<file path="src/rtl/cache_ctrl_pkg.sv">
//------------------------------------------------------------------------------
// Module : cache_ctrl_pkg
// Brief  : Shared types and default widths for the cache controller slice.
//          Holds the controller state encoding and the default address,
//          data and statistics-counter widths.
// Rev    : 1.0  initial release
//------------------------------------------------------------------------------
`default_nettype none

package cache_ctrl_pkg;

  localparam int c_ADDR_W = 15;  // request / datapath word address width
  localparam int c_DATA_W = 32;  // data word width
  localparam int c_CNT_W  = 13;  // statistics counter width (datapath hitCount)

  typedef enum logic [2:0] {
    ST_IDLE  = 3'd0,
    ST_CHECK = 3'd1,
    ST_MEM   = 3'd2,
    ST_FILL  = 3'd3,
    ST_READ  = 3'd4,
    ST_DONE  = 3'd5
  } state_t;

endpackage

`default_nettype wire

</file>
<file path="src/rtl/cache_controller_if.sv">
//------------------------------------------------------------------------------
// Module : cache_controller_if
// Brief  : Request / response channel between a requester and the cache
//          controller.
//          Request : reqValid, reqReady, reqAddr
//          Response: respValid, respReady, respData, respHit
//          master = requester side, slave = controller side.
// Rev    : 1.0  initial release
//------------------------------------------------------------------------------
`default_nettype none

interface cache_controller_if
  import cache_ctrl_pkg::*;
#(
  parameter int ADDR_W = c_ADDR_W,
  parameter int DATA_W = c_DATA_W
);

  logic              reqValid;
  logic              reqReady;
  logic [ADDR_W-1:0] reqAddr;
  logic              respValid;
  logic              respReady;
  logic [DATA_W-1:0] respData;
  logic              respHit;

  modport master (
    output reqValid, reqAddr, respReady,
    input  reqReady, respValid, respData, respHit
  );

  modport slave (
    input  reqValid, reqAddr, respReady,
    output reqReady, respValid, respData, respHit
  );

endinterface

`default_nettype wire

</file>
<file path="src/rtl/mem_wait_timer.sv">
//------------------------------------------------------------------------------
// Module : mem_wait_timer
// Brief  : Loadable down-counter timing the memory-read dwell.
//          load : load the counter with MEM_LAT-1
//          dec  : decrement by one (stops at zero)
//          zero : counter currently equals zero
// Rev    : 1.0  initial release
//------------------------------------------------------------------------------
`default_nettype none

module mem_wait_timer #(
  parameter int MEM_LAT = 1
) (
  input  wire logic clk,
  input  wire logic rst_n,
  input  wire logic load,
  input  wire logic dec,
  output logic      zero
);

  localparam int          c_TW   = $clog2(MEM_LAT) + 1;
  localparam logic [c_TW-1:0] c_LOAD = c_TW'(MEM_LAT - 1);

  logic [c_TW-1:0] r_count;

  always_ff @(posedge clk or negedge rst_n) begin
    if (!rst_n) begin
      r_count <= '0;
    end else if (load) begin
      r_count <= c_LOAD;
    end else if (dec && (r_count != '0)) begin
      r_count <= r_count - c_TW'(1);
    end
  end

  assign zero = (r_count == '0);

endmodule

`default_nettype wire

</file>
<file path="src/rtl/cache_controller.sv">
//------------------------------------------------------------------------------
// Module : cache_controller
// Brief  : Control stage in front of the direct-mapped cache datapath.
//          Accepts one read at a time, sequences the datapath strobes through
//          the hit path (CHECK->READ) or the miss path (CHECK->MEM->FILL->READ)
//          and returns the word on the response channel. Keeps access and
//          miss counts.
// Ports  : clk, rst_n         clock, async active-low reset
//          bus (slave)        request/response channel
//          address            latched request address to datapath
//          checkHit, readMem, writeCache, readCache, hitCountEn
//                             datapath strobes
//          hit, dataOut       datapath tag result / read word
//          accessCount        accepted requests (wraps)
//          missCount          misses (wraps)
// Rev    : 1.0  initial release
//------------------------------------------------------------------------------
`default_nettype none

module cache_controller
  import cache_ctrl_pkg::*;
#(
  parameter int ADDR_W  = c_ADDR_W,
  parameter int DATA_W  = c_DATA_W,
  parameter int CNT_W   = c_CNT_W,
  parameter int MEM_LAT = 1
) (
  input  wire logic         clk,
  input  wire logic         rst_n,
  cache_controller_if.slave bus,
  output logic [ADDR_W-1:0] address,
  output logic              checkHit,
  output logic              readCache,
  output logic              writeCache,
  output logic              readMem,
  output logic              hitCountEn,
  input  wire logic         hit,
  input  wire logic [DATA_W-1:0] dataOut,
  output logic [CNT_W-1:0]  accessCount,
  output logic [CNT_W-1:0]  missCount
);

  state_t r_state;
  state_t w_next;
  logic   w_timer_zero;
  logic   w_accept;
  logic   w_miss;

  assign w_accept = (r_state == ST_IDLE) && bus.reqValid;
  assign w_miss   = (r_state == ST_CHECK) && !hit;

  // The timer is armed on the CHECK->MEM transition so that MEM dwells
  // exactly MEM_LAT cycles: it leaves MEM in the cycle the count is zero.
  mem_wait_timer #(
    .MEM_LAT (MEM_LAT)
  ) u_timer (
    .clk   (clk),
    .rst_n (rst_n),
    .load  (w_miss),
    .dec   (r_state == ST_MEM),
    .zero  (w_timer_zero)
  );

  // State register
  always_ff @(posedge clk or negedge rst_n) begin
    if (!rst_n) begin
      r_state <= ST_IDLE;
    end else begin
      r_state <= w_next;
    end
  end

  // Next-state logic
  always_comb begin
    w_next = r_state;
    case (r_state)
      ST_IDLE:  if (bus.reqValid)  w_next = ST_CHECK;
      ST_CHECK: w_next = hit ? ST_READ : ST_MEM;
      ST_MEM:   if (w_timer_zero)  w_next = ST_FILL;
      ST_FILL:  w_next = ST_READ;
      ST_READ:  w_next = ST_DONE;
      ST_DONE:  if (bus.respReady) w_next = ST_IDLE;
      default:  w_next = ST_IDLE;
    endcase
  end

  // Output decode: Moore strobes, except hitCountEn which follows hit in CHECK
  always_comb begin
    bus.reqReady  = (r_state == ST_IDLE);
    bus.respValid = (r_state == ST_DONE);
    checkHit      = (r_state == ST_CHECK);
    hitCountEn    = (r_state == ST_CHECK) && hit;
    readMem       = (r_state == ST_MEM);
    writeCache    = (r_state == ST_FILL);
    readCache     = (r_state == ST_READ);
  end

  // Address latch, response register and statistics
  always_ff @(posedge clk or negedge rst_n) begin
    if (!rst_n) begin
      address      <= '0;
      bus.respData <= '0;
      bus.respHit  <= 1'b0;
      accessCount  <= '0;
      missCount    <= '0;
    end else begin
      if (w_accept) begin
        address     <= bus.reqAddr;
        accessCount <= accessCount + CNT_W'(1);
      end
      if (r_state == ST_CHECK) begin
        bus.respHit <= hit;
      end
      if (w_miss) begin
        missCount <= missCount + CNT_W'(1);
      end
      if (r_state == ST_READ) begin
        bus.respData <= dataOut;
      end
    end
  end

endmodule

`default_nettype wire
</file>
<file path="src/flat_wrapper.sv">
// flat-port wrapper written by rule: the top's interface ports become plain ports
module cache_controller_flat import cache_ctrl_pkg::*;
#(
  parameter int ADDR_W  = c_ADDR_W,
  parameter int DATA_W  = c_DATA_W,
  parameter int CNT_W   = c_CNT_W,
  parameter int MEM_LAT = 1
)
  (clk, rst_n, address, checkHit, readCache, writeCache, readMem, hitCountEn, hit, dataOut, accessCount, missCount, bus_reqValid, bus_reqAddr, bus_respReady, bus_reqReady, bus_respValid, bus_respData, bus_respHit);
  cache_controller_if #(.ADDR_W(ADDR_W), .DATA_W(DATA_W)) bus_i ();
  input  wire logic clk;
  input  wire logic rst_n;
  output logic [ADDR_W-1:0] address;
  output logic checkHit;
  output logic readCache;
  output logic writeCache;
  output logic readMem;
  output logic hitCountEn;
  input  wire logic hit;
  input  wire logic [DATA_W-1:0] dataOut;
  output logic [CNT_W-1:0] accessCount;
  output logic [CNT_W-1:0] missCount;
  input wire logic [$bits(bus_i.reqValid)-1:0] bus_reqValid;
  input wire logic [$bits(bus_i.reqAddr)-1:0] bus_reqAddr;
  input wire logic [$bits(bus_i.respReady)-1:0] bus_respReady;
  output wire logic [$bits(bus_i.reqReady)-1:0] bus_reqReady;
  output wire logic [$bits(bus_i.respValid)-1:0] bus_respValid;
  output wire logic [$bits(bus_i.respData)-1:0] bus_respData;
  output wire logic [$bits(bus_i.respHit)-1:0] bus_respHit;
  assign bus_i.reqValid = bus_reqValid;
  assign bus_i.reqAddr = bus_reqAddr;
  assign bus_i.respReady = bus_respReady;
  assign bus_reqReady = bus_i.reqReady;
  assign bus_respValid = bus_i.respValid;
  assign bus_respData = bus_i.respData;
  assign bus_respHit = bus_i.respHit;
  cache_controller #(.ADDR_W(ADDR_W), .DATA_W(DATA_W), .CNT_W(CNT_W), .MEM_LAT(MEM_LAT)) u_core (.clk(clk), .rst_n(rst_n), .bus(bus_i), .address(address), .checkHit(checkHit), .readCache(readCache), .writeCache(writeCache), .readMem(readMem), .hitCountEn(hitCountEn), .hit(hit), .dataOut(dataOut), .accessCount(accessCount), .missCount(missCount));
endmodule
</file>
<file path="config.mk">
export PLATFORM = sky130hd
export DESIGN_NAME = cache_controller_flat
export DESIGN_NICKNAME = d
export VERILOG_FILES = /design/src/rtl/cache_ctrl_pkg.sv /design/src/rtl/cache_controller_if.sv /design/src/rtl/mem_wait_timer.sv /design/src/rtl/cache_controller.sv /design/src/flat_wrapper.sv
export SDC_FILE = /design/constraint.sdc
export NUM_CORES = 1
export LEC_CHECK = 0
export ABC_AREA = 1
export CORE_UTILIZATION = 43
export CTS_CLUSTER_SIZE = 25
export DETAILED_ROUTE_END_ITERATION = 6
export PLACE_DENSITY = 0.78
export SLEW_MARGIN = 20
export SYNTH_ARGS = -nofsm -noshare
export SYNTH_HDL_FRONTEND = slang
export SYNTH_SLANG_ARGS = --single-unit
</file>
<file path="constraint.sdc">
create_clock -name clk -period 1.75 [get_ports clk]
set_input_delay 0.35 -clock clk [delete_from_list [all_inputs] [get_ports clk]]
set_output_delay 0.35 -clock clk [all_outputs]
set_load 0.05 [all_outputs]
</file>
=== Word level (Yosys, flattened, before mapping) ===
Index checks and enable logic that the tools add are counted.

* Add/subtract/negate cells: 3
* Equal/unequal tests: 8
* Muxes and demuxes: 7
* Reductions and logical operators: 8

{| class="wikitable"
|+ Operators with widths
! cell !! count
|-
| 13-bit by 1-bit adder with 13-bit output, second input constant || 2
|-
| 3-bit case mux with 6 select lines || 1
|-
| 3-bit 2-to-1 mux || 4
|-
| 3-bit by 2-bit equality test with 1-bit output, second input constant || 2
|-
| 3-bit equality test, second input constant || 2
|-
| 2-bit inequality test, second input constant || 3
|-
| 1-bit logical AND || 4
|-
| 3-bit by 1-bit equality test with 1-bit output, second input constant || 1
|-
| 3-bit zero test || 1
|-
| 3-bit AND reduction || 1
|-
| 1-bit 2-to-1 mux || 2
|-
| 2-bit nonzero test || 1
|-
| 1-bit zero test || 1
|-
| 1-bit subtractor, second input constant || 1
|}

* Flip-flop bits (word level): 78
* Bits of input ports: 52
* Output and inout port bits: 81
* Word-level logic and storage cells: 33

=== Logic depth before layout (Yosys ltp) ===
* Depth in word-level cells: 4
* Depth in mapped cells: 8
* Gate-level depth less buffers: 8

=== Hierarchy ===
A second synthesis with hierarchy kept.

* Cell total of the unflattened synthesis: 410
* Area total of the unflattened synthesis: 3,474.6 um^2

{| class="wikitable"
|+ Modules (own cells, without submodules)
! module !! instances !! cells each !! area an instance (um^2) !! seq. area each (um^2)
|-
| cache_controller || 1 || 405 || 3,432.0 || 1,926.8
|-
| mem_wait_timer || 1 || 5 || 42.5 || 25.0
|}

=== Least setup slack after synthesis ===
OpenSTA, ideal clock, no wires.

* Path kind: reg2out
* Start: register u_core.r_state[0]
* End: output writeCache
* Arrival: 1.645 ns
* Data required time: 1.400 ns
* Slack: -0.245 ns
* Stages on the path, launching flop included: 3
* Cell sequence: dfrtp_1 inv_1 nor3_1

* Word-level cells in the longest chain between the ends: 1

{| class="wikitable"
|+ Ends and longest elaborated chain
! element !! RTL line !! text
|-
| start: declaration || cache_controller.sv:43 || <nowiki>state_t r_state;</nowiki>
|-
| start signal: assignment || cache_controller.sv:69 || <nowiki>r_state <= w_next;</nowiki>
|-
| 3-bit by 2-bit equality test with 1-bit output || cache_controller.sv:94 || <nowiki>writeCache = (r_state == ST_FILL);</nowiki>
|-
| end: declaration || flat_wrapper.sv:16 || <nowiki>output logic writeCache;</nowiki>
|}

No other way between the ends.

=== Worst setup path in the final report ===
* Start: register u_core.r_state[2]
* End: output bus_respValid

* Word-level cells in the longest chain between the ends: 1

{| class="wikitable"
|+ Ends and longest elaborated chain
! element !! RTL line !! text
|-
| 3-bit equality test || cache_controller.sv:90 || <nowiki>bus.respValid = (r_state == ST_DONE);</nowiki>
|-
| end: declaration || flat_wrapper.sv:27 || <nowiki>output wire logic [$bits(bus_i.respValid)-1:0] bus_respValid;</nowiki>
|}

No other way between the ends.

==> results <==
-- kinds of logic (layout without fill, tap and decap cells) --
family | after synthesis | in the layout | synth area share [%]
fa+ha+maj | 2 | 2 | 0.7461
simple gates | 258 | 258 | 31.27
buf+inv | 41 | 202 | 4.925
compound gates | 6 | 6 | 0.9328
xor+xnor | 15 | 15 | 3.918
flops | 78 | 78 | 58.21
-- tightest hold or removal path: stages, from the launching register on --
cell,delay (ps)
dfrtp_1,350
nand2_1,50
nand2_1,50
-- stage by stage --
| stage | power (mW) | setup WS [ps] | area (sq um) | cells |
|---|---|---|---|---|
| 3_5_place_dp | 8.563 | 82.23 | 4726 | 629 |
| 6_report | 10.10 | 24.89 | 5066 | 660 |
| 5_1_grt | 10.65 | -66.17 | 5066 | 660 |
| 3_3_place_gp | 8.474 | 109.9 | 4726 | 629 |
| 4_1_cts | 10.01 | -32.48 | 5009 | 654 |
| 2_1_floorplan | 6.639 | 43.56 | 3378 | 400 |
-- where the power goes --
part | switching [mW] | internal (mW) | leakage, nW
Combinational | 3.97 | 1.91 | 1.55
Clock | 0.641 | 0.591 | 0.0913
Sequential | 0.501 | 2.48 | 0.995
Total | 5.11 | 4.99 | 2.63
-- layer usage --
layer  part of all wire [%]  track usage [%]  vias to the layer above  routed length [um]
met5                      0                0                        -                   0
met4                   0.80            5.511                        0                  66
met3                    5.1            4.040                        8                 424
met2                     49            35.69                      101                4061
met1                     45            26.98                     1440                3730
li1                       -                -                     1529                   -
-- cells in the mapped netlist --
cell	n	area share, %
nand2_1	204	23
inv_1	29	3.2
nor2_1	22	2.5
o22ai_1	1	0.19
inv_2	3	0.34
nor3_1	4	0.60
nand4_1	9	1.7
xor2_1	10	2.6
nand3_2	1	0.30
nand3b_1	1	0.22
xnor2_1	5	1.3
nand3_1	13	1.9
ha_1	2	0.75
dfrtp_1	78	58
buf_2	9	1.3
nor2_4	2	0.67
nand4_2	1	0.37
nor2_2	1	0.19
o21ai_0	5	0.75
-- repair_timing --
| action | in CTS | in global routing |
|---|---|---|
| resized for setup | 8 | 4 |
| hold buffers | 1 | 0 |
| setup buffers | 7 | 6 |
| pin swaps | 1 | 2 |
| setup endpoints to repair | 4 | 6 |
| gates cloned | 1 | 0 |
| endpoints found under the hold margin | 25 | 0 |
-- path summary, 6_finish.rpt --
kind	from	end	slack [ps]
setup reg to reg	u_core.r_state[2]	u_core.missCount[12]	240
setup / recovery	u_core.r_state[2]	bus_respValid	20
hold reg to reg	u_core.bus.respData[13]	u_core.bus.respData[13]	480
min in group asynchronous	rst_n	u_core.accessCount[4]	550
max in group asynchronous	rst_n	u_core.address[2]	660
hold / removal	u_core.bus.respData[13]	u_core.bus.respData[13]	480
-- registers in the layout (all words and copies together), names as in the netlist --
register,count
u_core.r_state,3
u_core.bus.respData,32
u_core.accessCount,13
u_core.missCount,13
u_core.address,15
u_core.bus.respHit,1
u_core.u_timer.r_count,1
-- area by class of cell --
type / instances / share of cell area (%)
Inverter: 32 / 2.569
Clock buffer: 11 / 2.988
Clock inverter: 5 / 0.6668
Sequential cell: 78 / 38.55
Multi-Input combinational cell: 281 / 25.39
Tap cell: 99 / 2.445
Timing Repair Buffer: 153 / 27.24
Timing Repair inverter: 1 / 0.1482
==> impl_metrics.toml <==
[sta]
clock.fmax_mhz = 579.7
finalWorstPathRequiredPeriod_ps = 1725
timing.hold.ws_ps = 484.2
post-route-period-util_pct = 98.58
final-setup-viol-count = 0
finalHoldViolations = 0
maxSlewHeadroom_pct = 67.46
setup_tns_ps = 0
tightest_slew_ps = 488.1
timing.clock.skew_ps = 13.06
timing.final.max_slew_violations = 0
setup_repair_after_global_routing_missed_its_margin = "true"

[floorplan]
die-width_um = 90.31
fp.dieArea_sq_um = 8155
io_pins = 133
floorplan.die.height_um = 90.31
rows = 31
initial_core_util_pct = 45.26
placeableCoreArea_sq_um = 7408

[setup_path]
worstPathArrival_ps = 1380
critical_path.top_delay_family = "flip-flops"
critical_path.max_stage_delay_ps = 410
reg2regPathDepth = 8
crit_type = "register to output pin"
critPathRequiredTime_ps = 1400
worst-path-stages = 4
crit_fanout = 5
worstPathCellList = "inv_2, buf_6, nor3_4, buf_12"
critical-path-slowest-cell = "dfrtp_1"
path_buf_inv = 3
nature_of_the_critical_path_endpoint = "output pin"
timing.critical_path.from_type = "register"

[layout]
finish.net_count = 610
ff_latch_area_sq_um = 1953
multi_input_area_sq_um = 1286
final_util_pct = 68.38
fillers = 588
commonest_non_fill_non_tap_cell_in_the_layout = "nand2_1"
ratio_of_cells_with_drive_above_1_in_the_final_layout_pct = 24.78
mostFrequentLayoutCells = "nand2_1 (202), buf_4 (93), dfrtp_1 (77), clkdlybuf4s50_1 (50), inv_1 (24)"
layout-area-overhead-vs-synth_pct = 51.08
antenna_cells = 0

[yosys]
synth_seq_area_share_pct = 58.21
synth_area_sq_um = 3353
synthesis.instances = 400
synthesis.area_per_instance_sq_um = 8.383
synth.net_count = 454
synth_warnings = 0
synth.ff_latch_count = 78
post_synth_num_cell_types = 19

[clock_network]
clock_tree.htree_level_count = 3
path_clk_slew_ps = 90
library_cell_used_as_clock_root_buffer = "clkbuf_8"
clk_path_buf_depth = 2
numClockSinks = 78
cts_tree = "built"
num_cts_buffers = 9
worst_skew_pair.late_latency_ps = 330

[worst_hold_path]
worst_hold_path_type = "register to register"
cells_on_worst_hold_path = 2

[global_route]
maximum_number_of_pins_on_one_net_before_global_route_repair = 38
first_global_vias = 2979
grt_antenna_before_repair = 0
global_route_wire_length_before_repair_um = 13880
grt_remaining_overflow = 0
globalRouteTotalUtil_pct = 20.79

[routing]
drt_wl_total_um = 8283
dr.first_iter.drc_count = 95
dr_vias_cell = 4.664
detail-route-antenna-nets = 0
drt_first_pass_iters = 4
drc = 0
via_count = 3078
detail_route.wl_per_cell_um = 12.55

[power]
p_leak_nw = 2.634
ir_worst_vdd_mv = 1.140
power_density_nw_per_um2 = 1993

[run]
maxCapViolCount = 0

[placed_design]
hpwl_um = 5857
numPortBuffers = 132
place.gp.congestion = 0.8227

[run_status]
status = "completed"
Note: power is estimated with default switching activity, not from simulation.
